**config.mk**
```make
export PLATFORM = sky130hd
export DESIGN_NAME = formacao_ctrl
export DESIGN_NICKNAME = d
export VERILOG_FILES = /design/src/rtl/formacao_pkg.sv /design/src/rtl/formacao_extremos.sv /design/src/rtl/formacao_ctrl.sv
export SDC_FILE = /design/constraint.sdc
export NUM_CORES = 1
export LEC_CHECK = 0
export CAP_MARGIN = 20
export CORE_MARGIN = 5
export CORE_UTILIZATION = 51
export CTS_CLUSTER_DIAMETER = 60
export DETAILED_ROUTE_END_ITERATION = 12
export GPL_TIMING_DRIVEN = 0
export PLACE_DENSITY = 0.85
export SLEW_MARGIN = 20
export SYNTH_ARGS = -nofsm -noshare
export SYNTH_HDL_FRONTEND = slang
export SYNTH_SLANG_ARGS = --single-unit
```
**constraint.sdc**
```tcl
create_clock -name CLOCK_MV -period 2.5 [get_ports CLOCK_MV]
set_clock_uncertainty 0.05 [all_clocks]
set_input_delay 0.25 -clock CLOCK_MV [delete_from_list [all_inputs] [get_ports CLOCK_MV]]
set_output_delay 0.25 -clock CLOCK_MV [all_outputs]
set_load 0.005 [all_outputs]
```
**src/rtl/formacao_pkg.sv**
```systemverilog
// rtl/formacao_pkg.sv - shared constants and state encoding for the enemy formation controller
package formacao_pkg;

    // Enemy sprite geometry and horizontal step per movement tick
    localparam int LARGURA_INIMIGO = 33;
    localparam int ALTURA_INIMIGO  = 24;
    localparam int PASSO_X         = 2;

    typedef enum logic [1:0] {
        DIREITA  = 2'd0,
        ESQUERDA = 2'd1,
        VIRANDO  = 2'd2,
        PARADO   = 2'd3
    } estado_t;

endpackage

```
**src/rtl/formacao_extremos.sv**
```systemverilog
// rtl/formacao_extremos.sv - combinational min/max x over the live enemies
//
// Ports:
//   x_flat     in  10*N_INIMIGOS  enemy x values, enemy i at [10i+9:10i]
//   vivo       in  N_INIMIGOS     live flag per enemy
//   min_x      out 10             smallest x among live enemies (3FF if none)
//   max_x      out 10             largest x among live enemies (0 if none)
//   algum_vivo out 1              at least one enemy alive
module formacao_extremos
    import formacao_pkg::*;
#(
    parameter int N_INIMIGOS = 8
) (
    input  logic [10*N_INIMIGOS-1:0] x_flat,
    input  logic [N_INIMIGOS-1:0]    vivo,
    output logic [9:0]               min_x,
    output logic [9:0]               max_x,
    output logic                     algum_vivo
);

    logic [9:0] w_x;

    always_comb begin
        min_x      = 10'h3FF;
        max_x      = 10'h000;
        algum_vivo = 1'b0;
        w_x        = 10'h000;
        for (int i = 0; i < N_INIMIGOS; i++) begin
            w_x = x_flat[10*i +: 10];
            // Dead enemies must not pull the extremes toward a border
            if (vivo[i]) begin
                algum_vivo = 1'b1;
                if (w_x < min_x) min_x = w_x;
                if (w_x > max_x) max_x = w_x;
            end
        end
    end

endmodule

```
**src/rtl/formacao_ctrl.sv**
```systemverilog
// rtl/formacao_ctrl.sv - enemy formation controller: shared direction, reversals, status
//
// Optional feature macro: FORMACAO_INVASAO_EN (invasion detection and PARADO freeze)
//
// Ports:
//   CLOCK_MV      in  1              movement tick clock
//   resetInimigo  in  1              asynchronous active-high reset
//   pausa         in  1              freezes state machine and counters
//   x_flat        in  10*N_INIMIGOS  enemy x values, enemy i at [10i+9:10i]
//   y_flat        in  10*N_INIMIGOS  enemy y values, same packing
//   vivo          in  N_INIMIGOS     live flag per enemy
//   sentidoX      out 1              formation direction, 1 = right
//   todos_mortos  out 1              registered, 1 when no enemy alive
//   invasao       out 1              sticky invasion flag
//   descidas      out 8              saturating reversal count
module formacao_ctrl
    import formacao_pkg::*;
#(
    parameter int N_INIMIGOS      = 8,
    parameter int X_MIN           = 8,
    parameter int X_MAX           = 632,
    parameter int Y_LIMITE        = 400,
    parameter int HOLD_CICLOS     = 2,
    parameter int SENTIDO_INICIAL = 1
) (
    input  logic                     CLOCK_MV,
    input  logic                     resetInimigo,
    input  logic                     pausa,
    input  logic [10*N_INIMIGOS-1:0] x_flat,
    input  logic [10*N_INIMIGOS-1:0] y_flat,
    input  logic [N_INIMIGOS-1:0]    vivo,
    output logic                     sentidoX,
    output logic                     todos_mortos,
    output logic                     invasao,
    output logic [7:0]               descidas
);

    localparam estado_t    ESTADO_RESET  = (SENTIDO_INICIAL != 0) ? DIREITA : ESQUERDA;
    localparam logic       SENTIDO_RESET = (SENTIDO_INICIAL != 0);
    localparam logic [2:0] HOLD_CARGA    = 3'(HOLD_CICLOS);
    // 11-bit edge arithmetic so max_x + width + step cannot wrap
    localparam logic [10:0] OFS_DIR = 11'(LARGURA_INIMIGO + PASSO_X);
    localparam logic [10:0] LIM_DIR = 11'(X_MAX);
    localparam logic [10:0] LIM_ESQ = 11'(X_MIN + PASSO_X);

    estado_t    r_estado;
    logic [2:0] r_hold;
    logic       r_sentido;
    logic [7:0] r_descidas;
    logic       r_todos_mortos;

    estado_t    w_estado_n;
    logic [2:0] w_hold_n;
    logic       w_sentido_n;
    logic [7:0] w_descidas_n;
    logic [7:0] w_descidas_inc;

    logic [9:0] w_min_x;
    logic [9:0] w_max_x;
    logic       w_algum_vivo;
    logic       w_hit_dir;
    logic       w_hit_esq;
    logic       w_invade;

    formacao_extremos #(
        .N_INIMIGOS (N_INIMIGOS)
    ) u_extremos (
        .x_flat     (x_flat),
        .vivo       (vivo),
        .min_x      (w_min_x),
        .max_x      (w_max_x),
        .algum_vivo (w_algum_vivo)
    );

    assign w_hit_dir = ({1'b0, w_max_x} + OFS_DIR) > LIM_DIR;
    assign w_hit_esq = {1'b0, w_min_x} < LIM_ESQ;

    assign w_descidas_inc = (r_descidas == 8'hFF) ? r_descidas : r_descidas + 8'd1;

`ifdef FORMACAO_INVASAO_EN
    logic r_invasao;

    always_comb begin
        w_invade = 1'b0;
        for (int i = 0; i < N_INIMIGOS; i++) begin
            if (vivo[i] && (({1'b0, y_flat[10*i +: 10]} + 11'(ALTURA_INIMIGO)) >= 11'(Y_LIMITE)))
                w_invade = 1'b1;
        end
    end

    always_ff @(posedge CLOCK_MV or posedge resetInimigo) begin
        if (resetInimigo)
            r_invasao <= 1'b0;
        else if (!pausa && w_invade)
            r_invasao <= 1'b1;
    end

    assign invasao = r_invasao;
`else
    logic w_unused_y;

    assign w_unused_y = ^y_flat;
    assign w_invade   = 1'b0;
    assign invasao    = 1'b0;
`endif

    always_ff @(posedge CLOCK_MV or posedge resetInimigo) begin
        if (resetInimigo) begin
            r_estado       <= ESTADO_RESET;
            r_hold         <= 3'd0;
            r_sentido      <= SENTIDO_RESET;
            r_descidas     <= 8'd0;
            r_todos_mortos <= 1'b0;
        end else begin
            r_estado       <= w_estado_n;
            r_hold         <= w_hold_n;
            r_sentido      <= w_sentido_n;
            r_descidas     <= w_descidas_n;
            r_todos_mortos <= !w_algum_vivo;
        end
    end

    always_comb begin
        w_estado_n   = r_estado;
        w_hold_n     = r_hold;
        w_sentido_n  = r_sentido;
        w_descidas_n = r_descidas;
        // With nobody alive the extremes are meaningless, so everything holds
        if (!pausa && w_algum_vivo) begin
            case (r_estado)
                DIREITA: begin
                    if (w_hit_dir) begin
                        w_sentido_n  = 1'b0;
                        w_descidas_n = w_descidas_inc;
                        w_hold_n     = HOLD_CARGA;
                        w_estado_n   = VIRANDO;
                    end
                end
                ESQUERDA: begin
                    if (w_hit_esq) begin
                        w_sentido_n  = 1'b1;
                        w_descidas_n = w_descidas_inc;
                        w_hold_n     = HOLD_CARGA;
                        w_estado_n   = VIRANDO;
                    end
                end
                VIRANDO: begin
                    // Leave on the edge where the counter reaches zero
                    if (r_hold <= 3'd1) begin
                        w_hold_n   = 3'd0;
                        w_estado_n = r_sentido ? DIREITA : ESQUERDA;
                    end else begin
                        w_hold_n = r_hold - 3'd1;
                    end
                end
                PARADO: begin
                end
                default: begin
                    w_estado_n = ESTADO_RESET;
                end
            endcase
`ifdef FORMACAO_INVASAO_EN
            // Invasion overrides any reversal taken on the same edge
            if (w_invade || r_invasao) begin
                w_estado_n   = PARADO;
                w_sentido_n  = r_sentido;
                w_descidas_n = r_descidas;
                w_hold_n     = 3'd0;
            end
`endif
        end
    end

    assign sentidoX     = r_sentido;
    assign descidas     = r_descidas;
    assign todos_mortos = r_todos_mortos;

endmodule

```
==> results_dict.tcl <==
set metrics [dict create \
    outcome "complete, but fails checks" \
    violations "negative setup slack" \
    final_nets 1388 \
    syn_nets 1181 \
    drv_cap 0 \
    ff2ff_path_depth 10 \
    start_util 0.5143 \
    fin_ws_ns -13.54 \
    synth_area_leaders "ha_1 (24%), inv_1 (6.2%), mux2_2 (5.6%)" \
    first_iter_violations 1134 \
    die_h_um 122.4 \
    vias_per_cell 6.872 \
    async_reset_ff_frac 1.000 \
    crit_path_start "vivo[0]" \
    startpoint_type "input pin" \
    cpPeakStageDelay_ns 0.38 \
    worstReg2RegEnd "descidas[3]$_DFFE_PP0P_" \
    drv_slew 0 \
    antenna_found_initial 0 \
    avgSynthCellArea_um2 7.282 \
    power.density_nw_per_um2 595.3 \
    yosysTopAreaCell "ha_1" \
    synth_edf_count 0 \
    cts.reportedPaths.clkPinSlew_ns 0.05 \
    ys_seq_area_frac 0.05850 \
    synth_fa_ha_area_frac 0.2449 \
    period_share 6.416 \
    synth_xor_xnor_area_share 0.02313 \
    crit_end "descidas[3]$_DFFE_PP0P_" \
    cts_tree "built" \
    root_buffer "clkbuf_16" \
    synth-compound-area-share 0.2931 \
    syn_inst 884 \
    clockBufferDepth 2 \
    core_area_um2 12520 \
    cpMaxStageDelayCell "a311oi_2" \
    period_needed_ns 16.04 \
    num_antenna_cells 0 \
    synth_warnings 0 \
    netlist_area_um2 6437 \
    cp.arrival_ns 16.16 \
    placed_area_um2 7878 \
    critPathMaxFanout 6 \
    hp-class "in -> async" \
    reg2reg_slack_ns 0.39 \
    io_buffers 100 \
    worstMarginPinSlew_ns 0.8562 \
    grt_util_all_layers 0.3121 \
    max_freq_mhz 62.34 \
    worstSkewPairLatency_ns 0.24 \
    drive_gt1_frac 0.2844 \
    synthMuxAreaShare 0.09660 \
    routed-via-count 8673 \
    clock_sinks 15 \
    finalSetupViolCount 14 \
    syn_to_final_growth_pct 46.96 \
    grt_pass1_vias 7781 \
    design_area_um2 9460 \
    grt_first_pass_wirelength_mm 37.98 \
    n_fill_cell 764 \
    die-area_um2 14970 \
    grt_overflow 0 \
    yosys.area.top_type_share 0.2449 \
    rsz0062_at_grt "true" \
    leakagePower_nw 4.429 \
    ys_ff_latch 15 \
    cts_max_level 1 \
    slew_headroom 0.4144 \
    synth_top_family_by_area "compound AO/OA/AOI/OAI gates" \
    hold_violations 0 \
    synthFlopType "dfrtp_1" \
    pin_count 182 \
    synth_simple_gate_area_frac 0.2041 \
    synth_common_cells "ha_1 (126), inv_1 (106), nand2_1 (75), o21ai_0 (66), a21oi_1 (64)" \
    peakVddDrop_uv 248.2 \
    dr.pass1.iters 9 \
    wl_mm 29.54 \
    critPathMostFrequentCell "a21o_1" \
    end_kind "flip-flop" \
    avgRoutedWirePerCell_um 23.40 \
    rr_startpoint "descidas[2]$_DFFE_PP0P_" \
    yosysMostFrequentCell "ha_1" \
    synth_cell_type_count 83 \
    ctsHoldBuffers 0 \
    hold_slack_ns 0.3147 \
    die_w_um 122.4 \
    cts-buffers-inserted 3 \
    gp_congestion 0.9764 \
    crit_type "in -> reg" \
    rows 41 \
    crit_required_ns 2.62 \
    drc 0 \
    dpl.hpwl_mm 17.38 \
    grt_max_degree 16 \
    ant_nets 0 \
]
metrics by stage:
| stage | power (mW) | cells | TNS, ns | setup slack [ns] | util |
|---|---|---|---|---|---|
| global placement | 3.670 | 1156 | -191.85 | -13.90 | 0.6293 |
| detailed placement | 3.781 | 1156 | -197.30 | -14.29 | 0.6293 |
| CTS | 4.812 | 1242 | -168.96 | -12.40 | 0.7212 |
| floorplan | 2.826 | 884 | -153.95 | -11.33 | - |
| finish | 5.632 | 1262 | -185.71 | -13.54 | 0.7558 |
| global route | 5.926 | 1262 | -187.53 | -13.67 | 0.7558 |
final cells by class:
cell class | instances | area, µm² | area share
multi-input combinational | 741 | 6349 | 0.6711
tap | 172 | 215.2 | 0.02275
inverter | 106 | 402.9 | 0.04259
buffer | 21 | 214.0 | 0.02262
timing repair buffer | 203 | 1824 | 0.1928
sequential | 15 | 376.6 | 0.03981
clock buffer | 4 | 78.83 | 0.008332
cell usage in the layout (no fill, tap or decap), types with 22 or more instances in the layout:
master / Yosys / layout
a21o_1: 37 / 37
nand4_1: 22 / 22
a21oi_2: 1 / 22
clkdlybuf4s50_1: 0 / 91
nor2_1: 58 / 43
ha_1: 126 / 110
mux2_2: 32 / 28
buf_4: 1 / 96
nor2b_1: 28 / 24
inv_1: 106 / 96
o21ai_0: 66 / 39
nand2_1: 75 / 69
a21oi_1: 64 / 40
registers in the layout (all words and copies together) (netlist names):
register,flops
r_hold,3
r_estado,2
sentidoX,1
todos_mortos,1
descidas,8
logic make-up after synthesis:
group / Yosys count
XOR/XNOR: 17
adder cells (fa/ha/maj): 126
AO/OA/AOI/OAI: 274
other: 1
flip-flops: 15
AND/OR/NAND/NOR: 265
buffers and inverters: 128
multiplexers: 58
critical path, delay by kind of cell:
family	cells	cell delay [ns]
buffers and inverters	15	1.85
XOR/XNOR	1	0.14
adder cells (fa/ha/maj)	7	1.47
AND/OR/NAND/NOR	17	2.32
AO/OA/AOI/OAI	49	8.57
multiplexers	5	1.47
layer usage:
metal  up-vias  routed length, µm  global-route usage
li1       3680                  -                   -
met1      3930              10410              0.4127
met2       781              12940              0.5266
met3       282               3656             0.03456
met4         0               2529              0.1078
met5         -                  0                   0
worst min-delay path by stage:
stage                                  startpoint                       to  cells after the start
after floorplan                      resetInimigo  descidas[0]$_DFFE_PP0P_                      1
after global placement    descidas[4]$_DFFE_PP0P_  descidas[4]$_DFFE_PP0P_                      1
after detailed placement  descidas[4]$_DFFE_PP0P_  descidas[4]$_DFFE_PP0P_                      1
after CTS                            resetInimigo   todos_mortos$_DFF_PP0_                      2
after global routing                 resetInimigo    r_hold[1]$_DFFE_PP0P_                      2
final                                resetInimigo   todos_mortos$_DFF_PP0_                      2
power by group:
part	leakage [nW]	internal (mW)	switching, mW
clock	0.0382	0.216	0.0941
combinational	4.20	2.25	2.67
sequential	0.193	0.310	0.0900
total	4.43	2.78	2.85
what timing repair did:
action                     in CTS  in global routing
setup endpoints to repair      14                 14
gates resized for setup       111                 79
gates cloned                    2                  1
buffers inserted               80                 21
pin swaps                      62                 58
No activity file was read; power rests on OpenSTA's default activity.
